--- src/rtl/bscant_pkg.sv ---
// Shared definitions for the portal pipe bridge.
// Widths of the 144-bit pipe message, header layout, FSM encodings and small
// helpers for the length rule used by both the TX and RX halves.
package bscant_pkg;

    localparam int HDR_W     = 16;
    localparam int PAYLOAD_W = 128;
    localparam int WORD_W    = 32;
    localparam int MAX_WORDS = PAYLOAD_W / WORD_W;
    localparam int PIPE_W    = HDR_W + PAYLOAD_W;

    // Word index within the payload, and log2(WORD_W) for building bit offsets.
    localparam int K_W     = 2;
    localparam int WORD_SH = 5;

    typedef struct packed {
        logic [7:0] method_id;
        logic [7:0] len_words;
    } pipe_hdr_t;

    typedef enum logic [1:0] {
        TX_IDLE = 2'd0,
        TX_HDR  = 2'd1,
        TX_DATA = 2'd2
    } tx_state_t;

    typedef enum logic [1:0] {
        RX_HDR  = 2'd0,
        RX_DATA = 2'd1,
        RX_FULL = 2'd2
    } rx_state_t;

    // Number of payload words actually carried: lenWords saturated at MAX_WORDS.
    function automatic logic [7:0] clamp_len(input logic [7:0] len_words);
        if (len_words > 8'(MAX_WORDS)) begin
            return 8'(MAX_WORDS);
        end
        return len_words;
    endfunction

    function automatic logic is_overlength(input logic [7:0] len_words);
        return len_words > 8'(MAX_WORDS);
    endfunction

    // True when word index k is the final word of a message of len (len >= 1).
    function automatic logic is_last_word(input logic [K_W-1:0] k, input logic [7:0] len);
        return 8'(k) == (len - 8'd1);
    endfunction

endpackage

--- src/rtl/l_pipe_word_ser.sv ---
// TX half of the pipe bridge: buffers one 144-bit message and emits it as a
// header word followed by lenWords (clamped) payload words, LSW first.
// Ports:
//   clk, rst       clock, asynchronous active-high reset
//   msg_ena/msg    message offered (sampled only while msg_rdy=1)
//   msg_rdy        high in IDLE only
//   word_ena/word  word transfer (word_ena = valid & word_rdy), word value
//   word_rdy       downstream can take a word
//   state_dbg      current FSM state, for observation
// Handshake: a transfer happens in any cycle where ENA=1; ENA on an output is
// internal valid AND the peer's RDY; an input ENA is only honoured while our RDY=1.
module l_pipe_word_ser
    import bscant_pkg::*;
(
    input  logic              clk,
    input  logic              rst,
    input  logic              msg_ena,
    input  logic [PIPE_W-1:0] msg,
    output logic              msg_rdy,
    output logic              word_ena,
    output logic [WORD_W-1:0] word,
    input  logic              word_rdy,
    output tx_state_t         state_dbg
);

    tx_state_t            state_q, state_d;
    logic [PIPE_W-1:0]    msg_q;
    logic [K_W-1:0]       k_q;
    logic [7:0]           len;
    logic [PAYLOAD_W-1:0] payload;

    assign len       = clamp_len(msg_q[PAYLOAD_W +: 8]);
    assign payload   = msg_q[PAYLOAD_W-1:0];
    assign state_dbg = state_q;

    always_ff @(posedge clk or posedge rst) begin
        if (rst) begin
            state_q <= TX_IDLE;
        end else begin
            state_q <= state_d;
        end
    end

    always_comb begin
        state_d = state_q;
        case (state_q)
            TX_IDLE: if (msg_ena) state_d = TX_HDR;
            TX_HDR:  if (word_ena) state_d = (len == 8'd0) ? TX_IDLE : TX_DATA;
            TX_DATA: if (word_ena && is_last_word(k_q, len)) state_d = TX_IDLE;
            default: state_d = TX_IDLE;
        endcase
    end

    always_ff @(posedge clk or posedge rst) begin
        if (rst) begin
            msg_q <= '0;
            k_q   <= '0;
        end else begin
            if (state_q == TX_IDLE && msg_ena) begin
                msg_q <= msg;
            end
            if (state_q == TX_HDR && word_ena) begin
                k_q <= '0;
            end else if (state_q == TX_DATA && word_ena) begin
                k_q <= k_q + K_W'(1);
            end
        end
    end

    always_comb begin
        msg_rdy  = (state_q == TX_IDLE);
        word_ena = 1'b0;
        word     = '0;
        case (state_q)
            TX_HDR: begin
                word_ena = word_rdy;
                word     = {{(WORD_W-HDR_W){1'b0}}, msg_q[PIPE_W-1 -: HDR_W]};
            end
            TX_DATA: begin
                word_ena = word_rdy;
                word     = payload[{k_q, {WORD_SH{1'b0}}} +: WORD_W];
            end
            default: begin
                word_ena = 1'b0;
                word     = '0;
            end
        endcase
    end

endmodule

--- src/rtl/l_host_pipe_bridge.sv ---
// Host-side endpoint of the 144-bit portal pipe.
// TX: indication messages are serialized into 32-bit host words (l_pipe_word_ser).
// RX: 32-bit host words are reassembled into one 144-bit request message.
// Ports:
//   CLK, RST                        clock, asynchronous active-high reset
//   indication_enq__ENA/_v/__RDY    144-bit message in
//   hostOut_enq__ENA/_v/__RDY       32-bit host word out
//   hostIn_enq__ENA/_v/__RDY        32-bit host word in
//   request_enq__ENA/_v/__RDY       144-bit message out
//   error                           sticky: some header had lenWords > MAX_WORDS
// Handshake: a transfer happens in any cycle where ENA=1; ENA on an output is
// internal valid AND the peer's RDY; an input ENA is only honoured while our RDY=1.
module l_host_pipe_bridge
    import bscant_pkg::*;
(
    input  logic              CLK,
    input  logic              RST,
    input  logic              indication_enq__ENA,
    input  logic [PIPE_W-1:0] indication_enq_v,
    output logic              indication_enq__RDY,
    output logic              hostOut_enq__ENA,
    output logic [WORD_W-1:0] hostOut_enq_v,
    input  logic              hostOut_enq__RDY,
    input  logic              hostIn_enq__ENA,
    input  logic [WORD_W-1:0] hostIn_enq_v,
    output logic              hostIn_enq__RDY,
    output logic              request_enq__ENA,
    output logic [PIPE_W-1:0] request_enq_v,
    input  logic              request_enq__RDY,
    output logic              error
);

    tx_state_t tx_state_dbg;

    l_pipe_word_ser u_tx (
        .clk       (CLK),
        .rst       (RST),
        .msg_ena   (indication_enq__ENA),
        .msg       (indication_enq_v),
        .msg_rdy   (indication_enq__RDY),
        .word_ena  (hostOut_enq__ENA),
        .word      (hostOut_enq_v),
        .word_rdy  (hostOut_enq__RDY),
        .state_dbg (tx_state_dbg)
    );

    // ---------------- RX half ----------------
    rx_state_t            rx_state_q, rx_state_d;
    logic [HDR_W-1:0]     hdr_q;
    logic [PAYLOAD_W-1:0] payload_q;
    logic [K_W-1:0]       k_q;
    logic [7:0]           rx_len;
    pipe_hdr_t            rx_hdr_in;
    logic                 rx_acc;
    logic                 tx_acc;
    logic                 error_q;
    logic                 unused_bits;

    assign rx_hdr_in   = pipe_hdr_t'(hostIn_enq_v[HDR_W-1:0]);
    assign rx_len      = clamp_len(hdr_q[7:0]);
    assign rx_acc      = hostIn_enq__ENA & hostIn_enq__RDY;
    assign tx_acc      = indication_enq__ENA & indication_enq__RDY;
    // Upper half of a header word and method id are carried, not interpreted.
    assign unused_bits = ^{hostIn_enq_v[WORD_W-1:HDR_W], rx_hdr_in.method_id, tx_state_dbg};

    always_ff @(posedge CLK or posedge RST) begin
        if (RST) begin
            rx_state_q <= RX_HDR;
        end else begin
            rx_state_q <= rx_state_d;
        end
    end

    always_comb begin
        rx_state_d = rx_state_q;
        case (rx_state_q)
            RX_HDR:  if (rx_acc) rx_state_d = (clamp_len(rx_hdr_in.len_words) == 8'd0) ? RX_FULL : RX_DATA;
            RX_DATA: if (rx_acc && is_last_word(k_q, rx_len)) rx_state_d = RX_FULL;
            RX_FULL: if (request_enq__ENA) rx_state_d = RX_HDR;
            default: rx_state_d = RX_HDR;
        endcase
    end

    always_ff @(posedge CLK or posedge RST) begin
        if (RST) begin
            hdr_q     <= '0;
            payload_q <= '0;
            k_q       <= '0;
        end else if (rx_acc) begin
            if (rx_state_q == RX_HDR) begin
                // Clear the payload so words beyond lenWords read as zero.
                hdr_q     <= hostIn_enq_v[HDR_W-1:0];
                payload_q <= '0;
                k_q       <= '0;
            end else if (rx_state_q == RX_DATA) begin
                payload_q[{k_q, {WORD_SH{1'b0}}} +: WORD_W] <= hostIn_enq_v;
                k_q <= k_q + K_W'(1);
            end
        end
    end

    always_comb begin
        hostIn_enq__RDY  = (rx_state_q != RX_FULL);
        request_enq__ENA = 1'b0;
        request_enq_v    = '0;
        if (rx_state_q == RX_FULL) begin
            request_enq__ENA = request_enq__RDY;
            request_enq_v    = {hdr_q, payload_q};
        end
    end

    // ---------------- sticky error ----------------
    always_ff @(posedge CLK or posedge RST) begin
        if (RST) begin
            error_q <= 1'b0;
        end else if ((tx_acc && is_overlength(indication_enq_v[PAYLOAD_W +: 8])) ||
                     (rx_acc && rx_state_q == RX_HDR && is_overlength(rx_hdr_in.len_words))) begin
            error_q <= 1'b1;
        end
    end

    assign error = error_q;

endmodule

--- config.mk ---
export PLATFORM = sky130hd
export DESIGN_NAME = l_host_pipe_bridge
export DESIGN_NICKNAME = d
export VERILOG_FILES = /design/src/rtl/bscant_pkg.sv /design/src/rtl/l_pipe_word_ser.sv /design/src/rtl/l_host_pipe_bridge.sv
export SDC_FILE = /design/constraint.sdc
export NUM_CORES = 1
export LEC_CHECK = 0
export CORE_MARGIN = 2
export CORE_UTILIZATION = 50
export DETAILED_ROUTE_END_ITERATION = 8
export DONT_BUFFER_PORTS = 1
export PLACE_DENSITY = 0.68
export SKIP_LAST_GASP = 1
export SLEW_MARGIN = 10
export SYNTH_ARGS = -nofsm -noshare
export SYNTH_HDL_FRONTEND = slang
export SYNTH_SLANG_ARGS = --single-unit
export TNS_END_PERCENT = 50
--- constraint.sdc ---
create_clock -name CLK -period 9.55 [get_ports CLK]
set_input_delay 1.91 -clock CLK [delete_from_list [all_inputs] [get_ports CLK]]
set_output_delay 1.91 -clock CLK [all_outputs]
set_load 0.03 [all_outputs]
== After elaboration in Yosys (flattened, before gate mapping) ==
Cells that the tools add are included.

* Register bits after elaboration: 297
* Output and inout bits: 181
* Word-level logic and storage cells: 89

* $add $sub $neg: 5
* Order comparisons: 4
* Equality and inequality tests: 13
* Shift-type cells: 3
* Muxes and demuxes: 34
* Bitwise logic cells: 2
* Reduce and logical (&&, ||, !) cells: 20

{| class="wikitable"
|+ Operator list
! operator !! count
|-
| 2-to-1 mux 128 bit || 2
|-
| 2-to-1 mux 144 bit || 1
|-
| bitwise mux 128 bit || 1
|-
| variable shift 32 x 9 -> 128 bit, first input constant || 1
|-
| variable part select 128 x 8 -> 32 bit || 1
|-
| variable part select 32 x 9 -> 128 bit || 1
|-
| 2-to-1 mux 8 bit || 8
|-
| case mux 32 bit (2 select lines) || 1
|-
| > comparator 8 x 3 -> 1 bit, second input constant || 4
|-
| 2-to-1 mux 2 bit || 12
|-
| equality test 2 x 8 -> 1 bit || 2
|-
| zero test 8 bit || 2
|-
| subtractor 8 x 1 -> 8 bit, second input constant || 2
|-
| case mux 2 bit (3 select lines) || 2
|-
| inequality test 2 bit, second input constant || 5
|-
| negator 7 -> 9 bit || 1
|-
| logical AND 1 bit || 8
|-
| 2-to-1 mux 1 bit || 7
|-
| AND reduction 3 bit || 2
|-
| adder 2 x 1 -> 2 bit, second input constant || 2
|-
| equality test 2 x 1 -> 1 bit, second input constant || 2
|-
| equality test 2 bit, second input constant || 2
|-
| zero test 2 bit || 2
|-
| inequality test 2 x 1 -> 1 bit, second input constant || 2
|-
| 5 further kinds || 8
|}

== Longest topological paths before layout ==
Gate-level depths: netlist (run 1).

* Word-level depth: 11
* Gate-level depth with buffers: 9

== Cells and area by module ==
Synthesis (run 1) repeated with hierarchy kept, for this count alone.

* Cell total of the unflattened synthesis: 1071
* Area total of the unflattened synthesis: 13555.5 um^2

{| class="wikitable"
|+ By module, submodules not included
! module !! instances !! cells each !! area each (um^2)
|-
| l_host_pipe_bridge || 1 || 639 || 6802.8
|-
| l_pipe_word_ser || 1 || 432 || 6752.7
|}

== Least setup slack after synthesis (run 1) ==
No wires, ideal clock.

* Kind: input-to-output
* Start: in request_enq__RDY
* End: out request_enq__ENA
* Data arrival time: 2.186 ns
* Data required time: 7.640 ns
* Setup slack: 5.454 ns
* Stages: 1
* Path buffers: 0
* Cells stage by stage: and2_1

* Word-level cells in the longest chain between the ends: 1

{| class="wikitable"
|+ Ends and longest elaborated chain
! what !! line !! text
|-
| from (decl) || l_host_pipe_bridge.sv:29 || <nowiki>input logic request_enq__RDY,</nowiki>
|-
| 2-to-1 mux 1 bit || l_host_pipe_bridge.sv:106 || <nowiki>if (rx_state_q == RX_FULL) begin</nowiki>
|-
| to (decl) || l_host_pipe_bridge.sv:27 || <nowiki>output logic request_enq__ENA,</nowiki>
|}

Every way passes these cells.

== Worst setup path in the final report (run 1) ==
* Start: reg u_tx.state_q[0], in the netlist u_tx.state_dbg[0]
* End: out hostOut_enq_v[1]

* Word-level cells in the longest chain between the ends: 2
* Elaborated cells on any way between the ends: 3
* Classes of those cells: 2 x eq/ne; 1 x mux

{| class="wikitable"
|+ Ends and longest elaborated chain
! what !! line !! text
|-
| from (decl) || l_pipe_word_ser.sv:26 || <nowiki>tx_state_t state_q, state_d;</nowiki>
|-
| from (signal assigned) || l_pipe_word_ser.sv:40 || <nowiki>state_q <= state_d;</nowiki>
|-
| equality test 2 bit / equality test 2 x 1 -> 1 bit (equally long branches) || l_pipe_word_ser.sv:74 || <nowiki>case (state_q)</nowiki>
|-
| case mux 32 bit (2 select lines) (*) || l_pipe_word_ser.sv:74 ||
|-
| to (decl) || l_host_pipe_bridge.sv:22 || <nowiki>output logic [WORD_W-1:0] hostOut_enq_v,</nowiki>
|}

Mark *: on every way between the ends. The rest lies on a longest branch, timed or not.

==> results of run 1 <==
[where the power goes]
group          switching (mW)  internal [mW]  leakage, nW
Sequential             0.0852           1.40         4.09
Combinational           0.298          0.169         2.56
Clock                   0.515          0.815        0.561
[critical path, stage by stage, from the launching register on]
cell,delay [ns]
dfrtp_1,0.39
inv_1,0.08
ha_1,0.33
and2_1,0.67
a22o_1,0.48
[synth_stat cells (all sizes together)]
cell     number
o22ai         1
xnor2         1
a2bb2oi       1
o211ai        1
buf          23
o311ai        1
a21oi         3
inv          10
nor3b         2
nand2        61
clkbuf       49
and2        164
nand3         9
or4           1
o21ai        12
a31oi         4
nor2         10
ha            9
nor4bb        1
and3b         1
a22o        144
nand2b        2
nand4         2
mux2i         1
or3           2
a22oi         1
dfrtp       297
xor2          1
mux2        144
nor4          3
nor3          4
nor2b         3
nor4b         1
mux4         32
and3          3
o2bb2ai       1
[worst paths after layout]
check / cells after the start / slack, ns / to
worst max-delay path: 4 / 5.17 / hostOut_enq_v[1]
worst min-delay path: 2 / 0.47 / hdr_q[15]
worst max register to register: 5 / 6.47 / u_tx.msg_q[86]
worst min register to register: 2 / 0.47 / hdr_q[15]
max in group asynchronous: 3 / 6.01 / payload_q[73]
min in group asynchronous: 1 / 1.39 / u_tx.msg_q[7]
[kinds of logic after synthesis]
kind of cell,synth area share [%]
AO/OA/AOI/OAI,10.7
multiplexers,17.8
XOR/XNOR,0.133
buffers and inverters,2.67
flip-flops,56.3
adder cells (fa/ha/maj),0.853
AND/OR/NAND/NOR,11.6
[state kept, by name, indices dropped and copies added (netlist names)]
register,cells
error,1
hdr_q,16
k_q,2
payload_q,128
rx_state_q,2
u_tx.k_q,2
u_tx.msg_q,144
u_tx.state_dbg,2
[layout make-up]
class / instances / area share (%)
clock inverters: 14 / 1.37
multi-input cells: 626 / 37.3
inverters: 10 / 0.282
clock buffers: 45 / 6.50
diodes: 2 / 0.0342
repair buffers: 17 / 0.871
flip-flops and latches: 297 / 50.7
well taps: 335 / 2.86
[layer usage]
layer	vias up	routed length, µm	track usage, %
li1	3584	-	-
met1	4247	13500	31.3
met2	318	15400	35.9
met3	60	2890	7.49
met4	0	854	7.20
met5	-	0	0
==> impl_metrics.json, run 1 <==
{
  "status": "completed",
  "skew_ns": 0.00757,
  "drive_gt1_share_pct": 25.8,
  "multi_input_area_um2": 5470,
  "startpoint": "u_tx.state_dbg[0]",
  "wl_mm": 32.7,
  "fin_setup_tns_ns": 0,
  "grt.total_usage_pct": 23.2,
  "total_power_mw": 3.28,
  "clk_latency_ns": 0.51,
  "cap_violations": 0,
  "dpl_worst_slack_ns": 5.38,
  "drv_slew": 0,
  "netlist_top_cells_area": "dfrtp_1 (56%), mux2_2 (12%), a22o_1 (9.5%), and2_1 (7.7%), mux4_2 (5.5%)",
  "grt_pass1_wl_mm": 50.7,
  "worstPathRequired_ns": 7.64,
  "dieArea_um2": 27700,
  "syn-mean-instance-area_um2": 13.1,
  "drt-pass1-iter-count": 5,
  "fillCellCount": 2126,
  "dpl.hpwl_mm": 21.9,
  "syn_area_um2": 13200,
  "htreeDepth": 2,
  "fin_area_um2": 14700,
  "setup_viol": 0,
  "tightest_slew_ns": 1.04,
  "std_cell_rows": 59,
  "slew_headroom_pct": 30.4,
  "final_nets": 1177,
  "ys_types": 43,
  "rr_startpoint": "u_tx.state_dbg[0]",
  "hold_viol_final": 0,
  "ys_ff_latch": 297,
  "cp_max_fo": 18,
  "dr.first_iter.drc_count": 731,
  "seqCellArea_um2": 7430,
  "start_kind": "flip-flop",
  "initial_core_util_pct": 50.8,
  "cp-end-kind": "output pin",
  "fin_ws_ns": 5.17,
  "cts_root_buf": "clkbuf_16",
  "grt_pass1_vias": 8272,
  "min-delay-path-class": "flip-flop to flip-flop",
  "timing.hold.ws_ns": 0.468,
  "drc": 0,
  "crit_type": "flip-flop to output pin",
  "antenna_found_initial": 2,
  "final_cell_mix": "dfrtp_1 (296), and2_1 (163), a22o_1 (144), mux2_2 (144), nand2_1 (60)",
  "grt-ovfl-total": 0,
  "layout_commonest_cell": "dfrtp_1",
  "syn_inst": 1005,
  "clk_pin_slew_ns": 0.06,
  "powerDensity_nw_per_um2": 224,
  "fin_crit_ns": 4.38,
  "cts_buffer_depth": 3,
  "layout-area-overhead-vs-synth_pct": 10.9,
  "finalCoreUtilization_pct": 56.4,
  "die_w_um": 167,
  "yosys.area.top_type": "dfrtp_1",
  "die_height_um": 167,
  "final_cells": 1346,
  "port_buffers": 0,
  "wl_per_cell_um": 24.3,
  "numPlacedInstances": 1285,
  "ant_nets": 0,
  "postPlaceCellArea_um2": 13500,
  "seq_area_frac_synth_pct": 56.3,
  "place_congestion": 0.813,
  "hp-start": "hdr_q[15]",
  "hold_buffers": 0,
  "min_period_over_period_pct": 45.8,
  "rsz0062_at_grt": "no",
  "max_freq_ghz": 0.228,
  "irDropWorstVdd_mv": 0.137,
  "ioPinCount": 363,
  "grt_max_degree": 147,
  "power_leakage_nw": 7.21,
  "cts-buffers-inserted": 34,
  "synth_fp_nets": 1196,
  "cts-resized-gates": 0,
  "via_per_inst": 6.10,
  "core_area_um2": 26000,
  "yosysTopAreaCellShare_pct": 56.3,
  "post_cts_buffers": 0,
  "cts_tree": "built",
  "arrival_ns": 2.47,
  "vias": 8209,
  "clkSinkCount": 297,
  "yosys_warnings": 0
}
Note: power is estimated with default switching activity, not from simulation.
==> run 2, diff against run 1 <==
==> constraint.sdc (replaced) <==
create_clock -name CLK -period 3.84 [get_ports CLK]
set_input_delay 0.768 -clock CLK [delete_from_list [all_inputs] [get_ports CLK]]
set_output_delay 0.768 -clock CLK [all_outputs]
set_load 0.03 [all_outputs]
==> run 2 against run 1 <==
Utilization grew 0.14 points. Global-route usage grew 0.34 points. Non-clock buffer count grew 6. Critical path depth is the same. Sequential share of layout area shrank 0.13 points. First-iteration DRC count grew 0.55%. Worst setup slack lost 4.4 ns. Final cell count grew 0.37%. Combinational power grew to 2.5 times the previous value. Clock power grew 130%. Highest routed layer is now met5. Sequential power grew to 2.5 times the previous value. Routed wire length grew 1.4%.
==> impl_metrics.json, run 2 (synthesized netlist as in run 1, its figures left out) <==
{
  "status": "completed",
  "powerDensity_nw_per_um2": 543,
  "grt_max_degree": 80,
  "die_height_um": 167,
  "slowest_stage": "and2_1",
  "tightest_slew_ns": 1.09,
  "vias": 8249,
  "cts_tree": "built",
  "irDropWorstVdd_mv": 0.351,
  "crit_type": "flip-flop to output pin",
  "hold_viol_final": 0,
  "via_per_inst": 6.11,
  "dieArea_um2": 27700,
  "drive_gt1_share_pct": 25.8,
  "grt_pass1_vias": 8371,
  "slew_headroom_pct": 26.9,
  "worstPathRequired_ns": 3.07,
  "top_register": "u_tx.msg_q",
  "p_sw_mw": 2.20,
  "grt_pass1_wl_mm": 51.3,
  "total_power_mw": 7.98,
  "min_period_over_period_pct": 79.6,
  "power.share.switching_pct": 27.6,
  "ioPinCount": 363,
  "cts_root_buf": "clkbuf_16",
  "cts-resized-gates": 0,
  "drv_slew": 0,
  "top_regs": "u_tx.msg_q x144, payload_q x128, hdr_q x16",
  "clkSinkCount": 297,
  "pwr-share-clk_pct": 38.8,
  "start_kind": "flip-flop",
  "antenna_found_initial": 3,
  "wl_per_cell_um": 24.5,
  "core_area_um2": 26000,
  "cp-end-kind": "output pin",
  "combinationalPowerShare_pct": 14.8,
  "htreeDepth": 2,
  "final_nets": 1183,
  "wl_mm": 33.1,
  "cp_max_fo": 18,
  "setup_viol": 0,
  "arrival_ns": 2.29,
  "post_cts_buffers": 0,
  "fin_crit_ns": 3.06,
  "min-delay-path-class": "input port to flip-flop",
  "timing.hold.ws_ns": 0.373,
  "clk_pin_slew_ns": 0.06,
  "dpl.hpwl_mm": 22.8,
  "die_w_um": 167,
  "hold_buffers": 0,
  "rsz0062_at_grt": "no",
  "final_cell_mix": "dfrtp_1 (296), and2_1 (163), a22o_1 (144), mux2_2 (144), nand2_1 (60)",
  "max_freq_ghz": 0.327,
  "p_int_mw": 5.77,
  "cp_cell_sequence": "inv_1 -> ha_1 -> and2_1 -> a22o_1",
  "skew_ns": 0.0199,
  "drc": 0,
  "ant_nets": 0,
  "max_stage_delay_ns": 0.58,
  "grt.total_usage_pct": 23.5,
  "power_leakage_nw": 7.23,
  "place_congestion": 0.854,
  "initial_core_util_pct": 50.8,
  "largest_reg_flops": 144,
  "drt-pass1-iter-count": 5,
  "port_buffers": 0,
  "clk_latency_ns": 0.50,
  "std_cell_rows": 59,
  "layout-area-overhead-vs-synth_pct": 11.2,
  "grt-ovfl-total": 0,
  "cts-buffers-inserted": 34,
  "cts_buffer_depth": 3,
  "cap_violations": 0,
  "layout_commonest_cell": "dfrtp_1",
  "sequentialPowerShare_pct": 46.4,
  "dr.first_iter.drc_count": 735
}
-- run 2: cell count changes in the layout (fill, tap and decap cells not counted), sizes merged --
cell,delta
clkinv,-1
inv,-1
clkbuf,+4
buf,+6
bufinv,-3
-- run 2: cell type report --
class | instances | area [µm²]
repair buffers | 23 | 248
flip-flops and latches | 297 | 7430
well taps | 335 | 419
inverters | 10 | 41.3
fillers | 2124 | 11300
clock buffers | 49 | 988
clock inverters | 9 | 82.6
diodes | 2 | 5.00
multi-input cells | 626 | 5470
-- run 2: power by group through the flow --
stage | registers, mW | logic [mW] | clock network (mW)
floorplan | 3.67 | 0.882 | 0
global placement | 3.74 | 1.15 | 0
detailed placement | 3.75 | 1.18 | 0
CTS | 3.70 | 1.19 | 3.16
global route | 3.75 | 1.29 | 3.29
finish | 3.70 | 1.18 | 3.09
-- run 2: path summary, 6_finish.rpt --
check / startpoint / to / slack (ns) / cells after the start
hold / removal: hostIn_enq_v[12] / hdr_q[12] / 0.37 / 2
hold reg to reg: hdr_q[15] / hdr_q[15] / 0.47 / 2
min in group asynchronous: RST / u_tx.msg_q[7] / 0.40 / 1
max in group asynchronous: RST / payload_q[17] / 2.50 / 2
setup reg to reg: u_tx.msg_q[131] / u_tx.state_dbg[1] / 1.35 / 9
setup / recovery: u_tx.state_dbg[0] / hostOut_enq_v[4] / 0.78 / 4
-- run 2: routing by layer --
metal  vias to the layer above  wire length (µm)  track usage, %
met5                         -                36           0.696
met4                         4               754            6.22
met3                        54              3050            7.68
met2                       344             15700            37.0
met1                      4252             13600            31.7
li1                       3595                 -               -
-- run 2: through the flow --
step	utilization [%]	setup TNS [ns]	cells	setup slack [ns]	area, µm²
after floorplan	-	-259.31	1005	-0.873	13200
after global placement	52.4	0	1291	1.31	13600
after detailed placement	52.4	0	1291	1.17	13600
after CTS	56.5	0	1349	0.769	14700
after global routing	56.5	0	1350	0.618	14700
final	56.5	0	1351	0.783	14700
-- run 2: worst max-delay path, delay by kind of cell (launching register included) --
family	cells	cell delay, ns
simple gates	1	0.58
buf+inv	1	0.07
compound gates	1	0.44
flops	1	0.37
fa+ha+maj	1	0.32
